==> src/rtl/calc_pkg.sv <==
// Shared types and the button-chord to ALU-operation encoding for the calculator front end.
package calc_pkg;

    localparam int ALU_OP_W = 4;

    typedef enum logic [1:0] {
        ST_IDLE  = 2'd0,
        ST_CHORD = 2'd1,
        ST_EMIT  = 2'd2
    } state_t;

    // mask bit order is {l, c, r}
    function automatic logic [ALU_OP_W-1:0] enc_op(input logic [2:0] mask);
        logic [ALU_OP_W-1:0] op;
        case (mask)
            3'b001:  op = 4'b0001;
            3'b010:  op = 4'b0010;
            3'b011:  op = 4'b0110;
            3'b100:  op = 4'b0100;
            3'b101:  op = 4'b1001;
            3'b110:  op = 4'b1010;
            3'b111:  op = 4'b0101;
            default: op = 4'b0000;
        endcase
        return op;
    endfunction

endpackage

==> src/rtl/calc_debounce.sv <==
// Single-bit debouncer: the output follows the input only after it has disagreed
// for DB_CYCLES consecutive cycles.
module calc_debounce #(
    parameter int DB_CYCLES = 16
) (
    input  logic clk,
    input  logic rst,
    input  logic din,
    output logic dout
);

    localparam int CNT_W = $clog2(DB_CYCLES + 1);
    localparam logic [CNT_W-1:0] CNT_LAST = CNT_W'(DB_CYCLES - 1);

    logic [CNT_W-1:0] cnt;

    always_ff @(posedge clk or posedge rst) begin
        if (rst) begin
            cnt  <= '0;
            dout <= 1'b0;
        end else if (din == dout) begin
            cnt <= '0;
        end else if (cnt == CNT_LAST) begin
            // this is the DB_CYCLES-th disagreeing cycle
            cnt  <= '0;
            dout <= din;
        end else begin
            cnt <= cnt + 1'b1;
        end
    end

endmodule

==> src/rtl/calc_btn_enc.sv <==
// Three push-buttons -> synchronise, debounce, collect a chord, and emit one
// encoded ALU operation with a single-cycle strobe once all buttons are released.
module calc_btn_enc
    import calc_pkg::*;
#(
    parameter int DB_CYCLES   = 16,
    parameter int SYNC_STAGES = 2
) (
    input  logic                clk,
    input  logic                rst,
    input  logic                btnl,
    input  logic                btnc,
    input  logic                btnr,
    output logic [ALU_OP_W-1:0] alu_op,
    output logic                op_valid,
    output logic                busy
);

    logic [SYNC_STAGES-1:0][2:0] sync_q;
    logic [2:0]                  deb;
    state_t                      state, state_next;
    logic [2:0]                  mask, mask_next;
    logic                        emit;

    always_ff @(posedge clk or posedge rst) begin
        if (rst) begin
            sync_q <= '0;
        end else begin
            sync_q[0] <= {btnl, btnc, btnr};
            for (int i = 1; i < SYNC_STAGES; i++) begin
                sync_q[i] <= sync_q[i-1];
            end
        end
    end

    calc_debounce #(.DB_CYCLES(DB_CYCLES)) u_deb_l (
        .clk  (clk),
        .rst  (rst),
        .din  (sync_q[SYNC_STAGES-1][2]),
        .dout (deb[2])
    );

    calc_debounce #(.DB_CYCLES(DB_CYCLES)) u_deb_c (
        .clk  (clk),
        .rst  (rst),
        .din  (sync_q[SYNC_STAGES-1][1]),
        .dout (deb[1])
    );

    calc_debounce #(.DB_CYCLES(DB_CYCLES)) u_deb_r (
        .clk  (clk),
        .rst  (rst),
        .din  (sync_q[SYNC_STAGES-1][0]),
        .dout (deb[0])
    );

    always_comb begin
        state_next = state;
        mask_next  = mask;
        emit       = 1'b0;
        case (state)
            ST_IDLE: begin
                if (|deb) begin
                    state_next = ST_CHORD;
                    mask_next  = deb;
                end
            end
            ST_CHORD: begin
                // buttons released early stay in the chord
                mask_next = mask | deb;
                if (deb == 3'b000) begin
                    state_next = ST_EMIT;
                    emit       = 1'b1;
                end
            end
            ST_EMIT: begin
                // a press already visible here is picked up from IDLE next cycle
                state_next = ST_IDLE;
                mask_next  = 3'b000;
            end
            default: begin
                state_next = ST_IDLE;
                mask_next  = 3'b000;
            end
        endcase
    end

    // Outputs are registered from next-state values so they line up with the state register.
    always_ff @(posedge clk or posedge rst) begin
        if (rst) begin
            state    <= ST_IDLE;
            mask     <= 3'b000;
            alu_op   <= '0;
            op_valid <= 1'b0;
            busy     <= 1'b0;
        end else begin
            state    <= state_next;
            mask     <= mask_next;
            op_valid <= emit;
            busy     <= (state_next != ST_IDLE);
            if (emit) begin
                alu_op <= enc_op(mask_next);
            end
        end
    end

endmodule

==> config.mk <==
export PLATFORM = sky130hd
export DESIGN_NAME = calc_btn_enc
export DESIGN_NICKNAME = d
export VERILOG_FILES = /design/src/rtl/calc_pkg.sv /design/src/rtl/calc_debounce.sv /design/src/rtl/calc_btn_enc.sv
export SDC_FILE = /design/constraint.sdc
export NUM_CORES = 1
export LEC_CHECK = 0
export ABC_AREA = 1
export CAP_MARGIN = 20
export CORE_MARGIN = 4
export CORE_UTILIZATION = 45
export CTS_CLUSTER_DIAMETER = 200
export CTS_CLUSTER_SIZE = 8
export DETAILED_ROUTE_END_ITERATION = 12
export HOLD_SLACK_MARGIN = 0.05
export SLEW_MARGIN = 10
export SYNTH_ARGS = -nofsm -noshare
export SYNTH_HDL_FRONTEND = slang
export SYNTH_HIERARCHICAL = 1
export SYNTH_SLANG_ARGS = --single-unit
==> constraint.sdc <==
create_clock -name clk -period 1.5 [get_ports clk]
set_input_delay 0.45 -clock clk [delete_from_list [all_inputs] [get_ports clk]]
set_output_delay 0.45 -clock clk [all_outputs]
set_load 0.005 [all_outputs]
==> results of run 1 <==
## sequential cells by signal (all words and copies together), names as in the netlist
signal        flops
u_deb_l/cnt       5
mask              3
state             2
u_deb_c/cnt       5
u_deb_r/dout      1
u_deb_c/dout      1
sync_q            6
u_deb_r/cnt       5
busy              1
u_deb_l/dout      1
op_valid          1
alu_op            4
## kinds of logic after synthesis
logic type | after synthesis | share of synthesized area (%)
simple gates | 88 | 25.1
flops | 35 | 58.1
buf+inv | 32 | 8.05
compound gates | 10 | 4.48
xor+xnor | 3 | 1.74
fa+ha+maj | 3 | 2.49
## through the flow
stage / setup WS [ns] / cells
global placement: 0.222 / 226
detailed placement: 0.203 / 226
CTS: 0.0516 / 233
finish: 0.0762 / 233
floorplan: 0.348 / 171
global route: 0.00773 / 233
## layer usage
metal,global-route usage [%],wire length [um]
met5,0,0
met4,5.44,50
met3,5.78,108
met2,22.8,1170
met1,15.7,1100
## Yosys cell counts (all sizes together)
library cell | number | area (um2)
o21ai | 6 | 33.8
nor2 | 27 | 109
ha | 3 | 37.5
a21oi | 3 | 26.3
dfrtp | 35 | 876
inv | 31 | 116
nand3 | 9 | 45.0
nand4 | 7 | 43.8
xnor2 | 3 | 26.3
o21bai | 1 | 7.51
nand2 | 45 | 181
clkinv | 1 | 5.00
## power by group
part / switching, mW / internal, mW / leakage, nW
sequential: 0.0263 / 0.975 / 0.467
combinational: 0.0568 / 0.0405 / 0.428
clock: 0.271 / 0.167 / 0.0242
total: 0.354 / 1.18 / 0.920
## area by class of cell
cell class	count	area, um2	area share [%]
inverters	32	121	7.09
flip-flops and latches	35	876	51.2
clock buffers	6	41.3	2.41
multi-input cells	104	510	29.8
repair buffers	12	108	6.29
well taps	44	55.1	3.22
## what timing repair did
| action | 4_1_cts | 5_1_grt |
|---|---|---|
| setup buffers | 1 | 0 |
| hold buffers | 0 | 0 |
| resized for setup | 6 | 0 |
| endpoints found under the setup margin | 6 | 0 |
## how the worst min path moves through the flow
stage / to / slack, ns
2_1_floorplan: u_deb_c/cnt[0] / 0.24
3_3_place_gp: sync_q[3] / 0.33
3_5_place_dp: sync_q[3] / 0.34
4_1_cts: sync_q[3] / 0.36
5_1_grt: sync_q[5] / 0.37
6_report: sync_q[3] / 0.35
==> impl_metrics.py, run 1 <==
metrics = {
    "status": {
        "status": "finished, final reports clean",
    },
    "cells_and_area": {
        "finalInstanceArea_um2": 1710,
        "mostFrequentLayoutCell": "nand2_1",
        "nNetsFinal": 198,
        "fill_cells": 307,
        "area_delta_synth_final_pct": 13.5,
        "final_cell_mix": "42 x nand2_1, 35 x dfrtp_1, 30 x inv_1",
        "antenna_cells": 0,
        "postLayoutCoreUtil_pct": 54.7,
        "layout-drive-gt1-share_pct": 7.94,
    },
    "critical_path": {
        "slowest_delay_ns": 0.39,
        "rr_startpoint": "u_deb_r/dout",
        "arrival_ns": 0.97,
        "crit_path_end": "alu_op[3]",
        "rr_worst_depth": 5,
        "cp_cell_sequence": "dlygate4sd2_1",
        "ff2ff_setup_slack_ns": 0.18,
        "cpMaxStageDelayCell": "dfrtp_1",
        "critPathLaunchType": "register",
        "crit_required_ns": 1.05,
        "critPathTopFamily": "flip-flops",
        "startpoint": "alu_op[3]",
        "r2r-end": "alu_op[2]",
        "crit_fanout": 2,
        "cp_num_cells": 1,
        "crit_buf_inv": 1,
        "end_kind": "primary output",
        "crit_type": "reg -> out",
    },
    "floorplanning": {
        "num_io_pins": 11,
        "coreArea_um2": 3130,
        "initial_utilization_pct": 48.2,
        "die_w_um": 65.9,
        "num_rows": 20,
        "die_h_um": 65.9,
        "dieArea_um2": 4340,
    },
    "clock_tree": {
        "cts.sinks": 35,
        "clk_latency_ns": 0.32,
        "cts-root-buf": "clkbuf_4",
        "cts.path.max_buffers": 2,
        "cts_tree": "done",
        "path_clk_slew_ns": 0.09,
        "htree_levels": 2,
        "numCtsBuffers": 5,
    },
    "timing": {
        "worstMarginPinSlew_ns": 0.348,
        "finalSetupTns_ns": 0,
        "setup_viol": 0,
        "clock_skew_ns": 0.00592,
        "drv_slew": 0,
        "min_period_over_period_pct": 94.9,
        "rsz0062_at_grt": "false",
        "slew_headroom_pct": 76.5,
        "fin_crit_ns": 1.42,
        "fmaxAchievable_mhz": 702,
        "hold_ws_ns": 0.354,
        "report.final.hold_viol_count": 0,
    },
    "synth": {
        "syn-num-nets": 179,
        "yosysWarnings": 6,
        "syn_inst": 171,
        "netlist_area_um2": 1510,
        "seq_area_frac_synth_pct": 58.1,
        "syn_area_per_cell_um2": 8.82,
        "yosysUniqueCellTypes": 19,
        "ys_seq_elements": 35,
    },
    "routing": {
        "ant_nets": 0,
        "drt_iter0_markers": 67,
        "drc": 0,
        "first_pass_iters": 5,
        "routed_wl_mm": 2.43,
        "via_per_inst": 4.73,
        "routedWlPerCell_um": 10.4,
        "vias": 1103,
    },
    "grt": {
        "grt_max_degree": 18,
        "grt_use_total_pct": 13.8,
        "grt_antenna_before_repair": 0,
        "grt_pass1_vias": 1106,
        "grt_overflow": 0,
        "grt_first_pass_wirelength_mm": 4.55,
    },
    "pwr": {
        "p_total_mw": 1.54,
        "max-vdd-ir-drop_mv": 0.576,
        "power_density_nw_per_um2": 898,
        "p_leak_nw": 0.920,
    },
    "job": {
        "maxCapViolCount": 0,
    },
    "worst_hold_path": {
        "hold_start": "sync_q[0]",
        "whs_path_depth": 0,
        "min_path_type": "reg -> reg",
    },
    "placement": {
        "portBuffers": 10,
        "dp_hpwl_mm": 1.82,
        "gp_congestion": 0.746,
        "place_area_um2": 1670,
    },
}
No activity file was read; power rests on OpenSTA's default activity.
==> run 2, diff against run 1 <==
--- a/config.mk
+++ b/config.mk
@@ -13,7 +13,6 @@
 export CTS_CLUSTER_SIZE = 8
 export DETAILED_ROUTE_END_ITERATION = 12
 export HOLD_SLACK_MARGIN = 0.05
-export SLEW_MARGIN = 10
 export SYNTH_ARGS = -nofsm -noshare
 export SYNTH_HDL_FRONTEND = slang
 export SYNTH_HIERARCHICAL = 1
==> results of run 2 <==
No change in the layout: final DEF, timing and power equal those of run 1.
==> run 3, diff against run 2 <==
--- a/config.mk
+++ b/config.mk
@@ -12,6 +12,7 @@
 export CTS_CLUSTER_DIAMETER = 200
 export CTS_CLUSTER_SIZE = 8
 export DETAILED_ROUTE_END_ITERATION = 12
+export GPL_TIMING_DRIVEN = 0
 export HOLD_SLACK_MARGIN = 0.05
 export SYNTH_ARGS = -nofsm -noshare
 export SYNTH_HDL_FRONTEND = slang
==> impl_metrics.py, run 3 (synthesis results as in run 1) <==
metrics = {
    "floorplanning": {
        "coreArea_um2": 3130,
        "die_w_um": 65.9,
        "dieArea_um2": 4340,
        "num_io_pins": 11,
        "initial_utilization_pct": 48.2,
        "num_rows": 20,
        "die_h_um": 65.9,
    },
    "grt": {
        "grt_overflow": 0,
        "grt_max_degree": 18,
        "grt_first_pass_wirelength_mm": 4.37,
        "grt_antenna_before_repair": 0,
        "grt_pass1_vias": 1081,
        "grt_use_total_pct": 13.6,
    },
    "critical_path": {
        "crit_required_ns": 1.05,
        "slowest_delay_ns": 0.39,
        "arrival_ns": 0.98,
        "critPathTopFamily": "flip-flops",
        "crit_buf_inv": 1,
        "crit_type": "reg -> out",
        "cp_cell_sequence": "dlygate4sd2_1",
        "crit_fanout": 2,
        "cpMaxStageDelayCell": "dfrtp_1",
        "end_kind": "primary output",
        "critPathLaunchType": "register",
    },
    "cells_and_area": {
        "final_cells": 233,
        "layout-drive-gt1-share_pct": 7.41,
        "multi_input_area_um2": 510,
        "mostFrequentLayoutCell": "nand2_1",
        "largest_reg_flops": 6,
        "regMostFlops": "sync_q",
        "nNetsFinal": 196,
        "final_cell_mix": "42 x nand2_1, 35 x dfrtp_1, 30 x inv_1",
        "fill_cells": 302,
        "antenna_cells": 0,
        "finalInstanceArea_um2": 1710,
        "area_delta_synth_final_pct": 13.1,
        "ff_latch_area_um2": 876,
    },
    "timing": {
        "slew_headroom_pct": 58.6,
        "min_period_over_period_pct": 95.3,
        "fmaxAchievable_mhz": 700,
        "finalSetupTns_ns": 0,
        "worstMarginPinSlew_ns": 0.621,
        "report.final.hold_viol_count": 0,
        "clock_skew_ns": 0.0102,
        "setup_viol": 0,
        "hold_ws_ns": 0.356,
        "fin_crit_ns": 1.43,
        "drv_slew": 0,
        "rsz0062_at_grt": "false",
        "fin_ws_ns": 0.0707,
    },
    "clock_tree": {
        "cts.path.max_buffers": 2,
        "htree_levels": 2,
        "cts-root-buf": "clkbuf_4",
        "clk_latency_ns": 0.33,
        "hold_buffers": 0,
        "postCtsResizedCells": 6,
        "cts_tree": "done",
        "cts.sinks": 35,
        "cts_setup_buffers": 0,
        "numCtsBuffers": 5,
        "path_clk_slew_ns": 0.09,
    },
    "status": {
        "status": "finished, final reports clean",
    },
    "placement": {
        "dp_slack_ns": 0.0722,
        "place_area_um2": 1660,
        "dp.cells": 225,
        "portBuffers": 10,
        "gp_congestion": 0.785,
        "dp_hpwl_mm": 1.80,
    },
    "pwr": {
        "swShare_pct": 23.4,
        "p_sw_mw": 0.366,
        "p_leak_nw": 0.914,
        "p_clk_share_pct": 29.8,
        "p_seq_share_pct": 64.0,
        "power_frac_comb_pct": 6.1,
        "p_int_mw": 1.20,
        "power_density_nw_per_um2": 916,
        "max-vdd-ir-drop_mv": 0.547,
    },
    "routing": {
        "routed_wl_mm": 2.33,
        "via_per_inst": 4.65,
        "first_pass_iters": 4,
        "ant_nets": 0,
        "drc": 0,
        "routedWlPerCell_um": 10.0,
        "drt_iter0_markers": 36,
        "vias": 1083,
    },
    "job": {
        "maxCapViolCount": 0,
    },
    "worst_hold_path": {
        "min_path_type": "reg -> reg",
    },
}
run 3: changes by cell type in the layout (fill, tap and decap cells not counted):
cell      delta
buf_4        -2
clkinv_2     +1
clkbuf_1     +1
run 3: final timing paths:
kind                       cells after the start  slack [ns]        endpoint    startpoint
hold / removal                                 0        0.36       sync_q[3]     sync_q[0]
setup / recovery                               1        0.07       alu_op[3]     alu_op[3]
min in group asynchronous                      2        0.43  u_deb_c/cnt[0]           rst
hold reg to reg                                0        0.36       sync_q[3]     sync_q[0]
max in group asynchronous                      2        0.50       sync_q[5]           rst
setup reg to reg                               4        0.22       alu_op[0]  u_deb_l/dout
run 3: layer usage:
layer  up-vias  global-route usage (%)  part of all wire, %
met3         7                    6.29                  4.3
li1        561                       -                    -
met2        16                    22.3                   48
met1       499                    14.8                   45
met4         0                    6.22                  2.4
met5         -                       0                    0
run 3: metrics by stage:
stage	total power [mW]	util (%)
6_report	1.56	54.5
5_1_grt	1.66	54.5
4_1_cts	1.60	54.5
3_5_place_dp	1.12	53.2
3_3_place_gp	1.11	53.2
2_1_floorplan	1.08	-
run 3: power groups by stage:
stage | combinational (mW) | clock, mW | sequential [mW]
6_report | 0.0956 | 0.466 | 1.00
2_1_floorplan | 0.0682 | 0 | 1.01
4_1_cts | 0.0983 | 0.497 | 1.00
5_1_grt | 0.115 | 0.540 | 1.01
3_5_place_dp | 0.0995 | 0 | 1.02
3_3_place_gp | 0.0948 | 0 | 1.02
run 3: final cells by class:
type	instances	area share [%]
Clock buffer	7	2.64
Clock inverter	1	0.293
Inverter	32	7.12
Multi-Input combinational cell	104	29.9
Sequential cell	35	51.4
Tap cell	44	3.23
Timing Repair Buffer	10	5.43
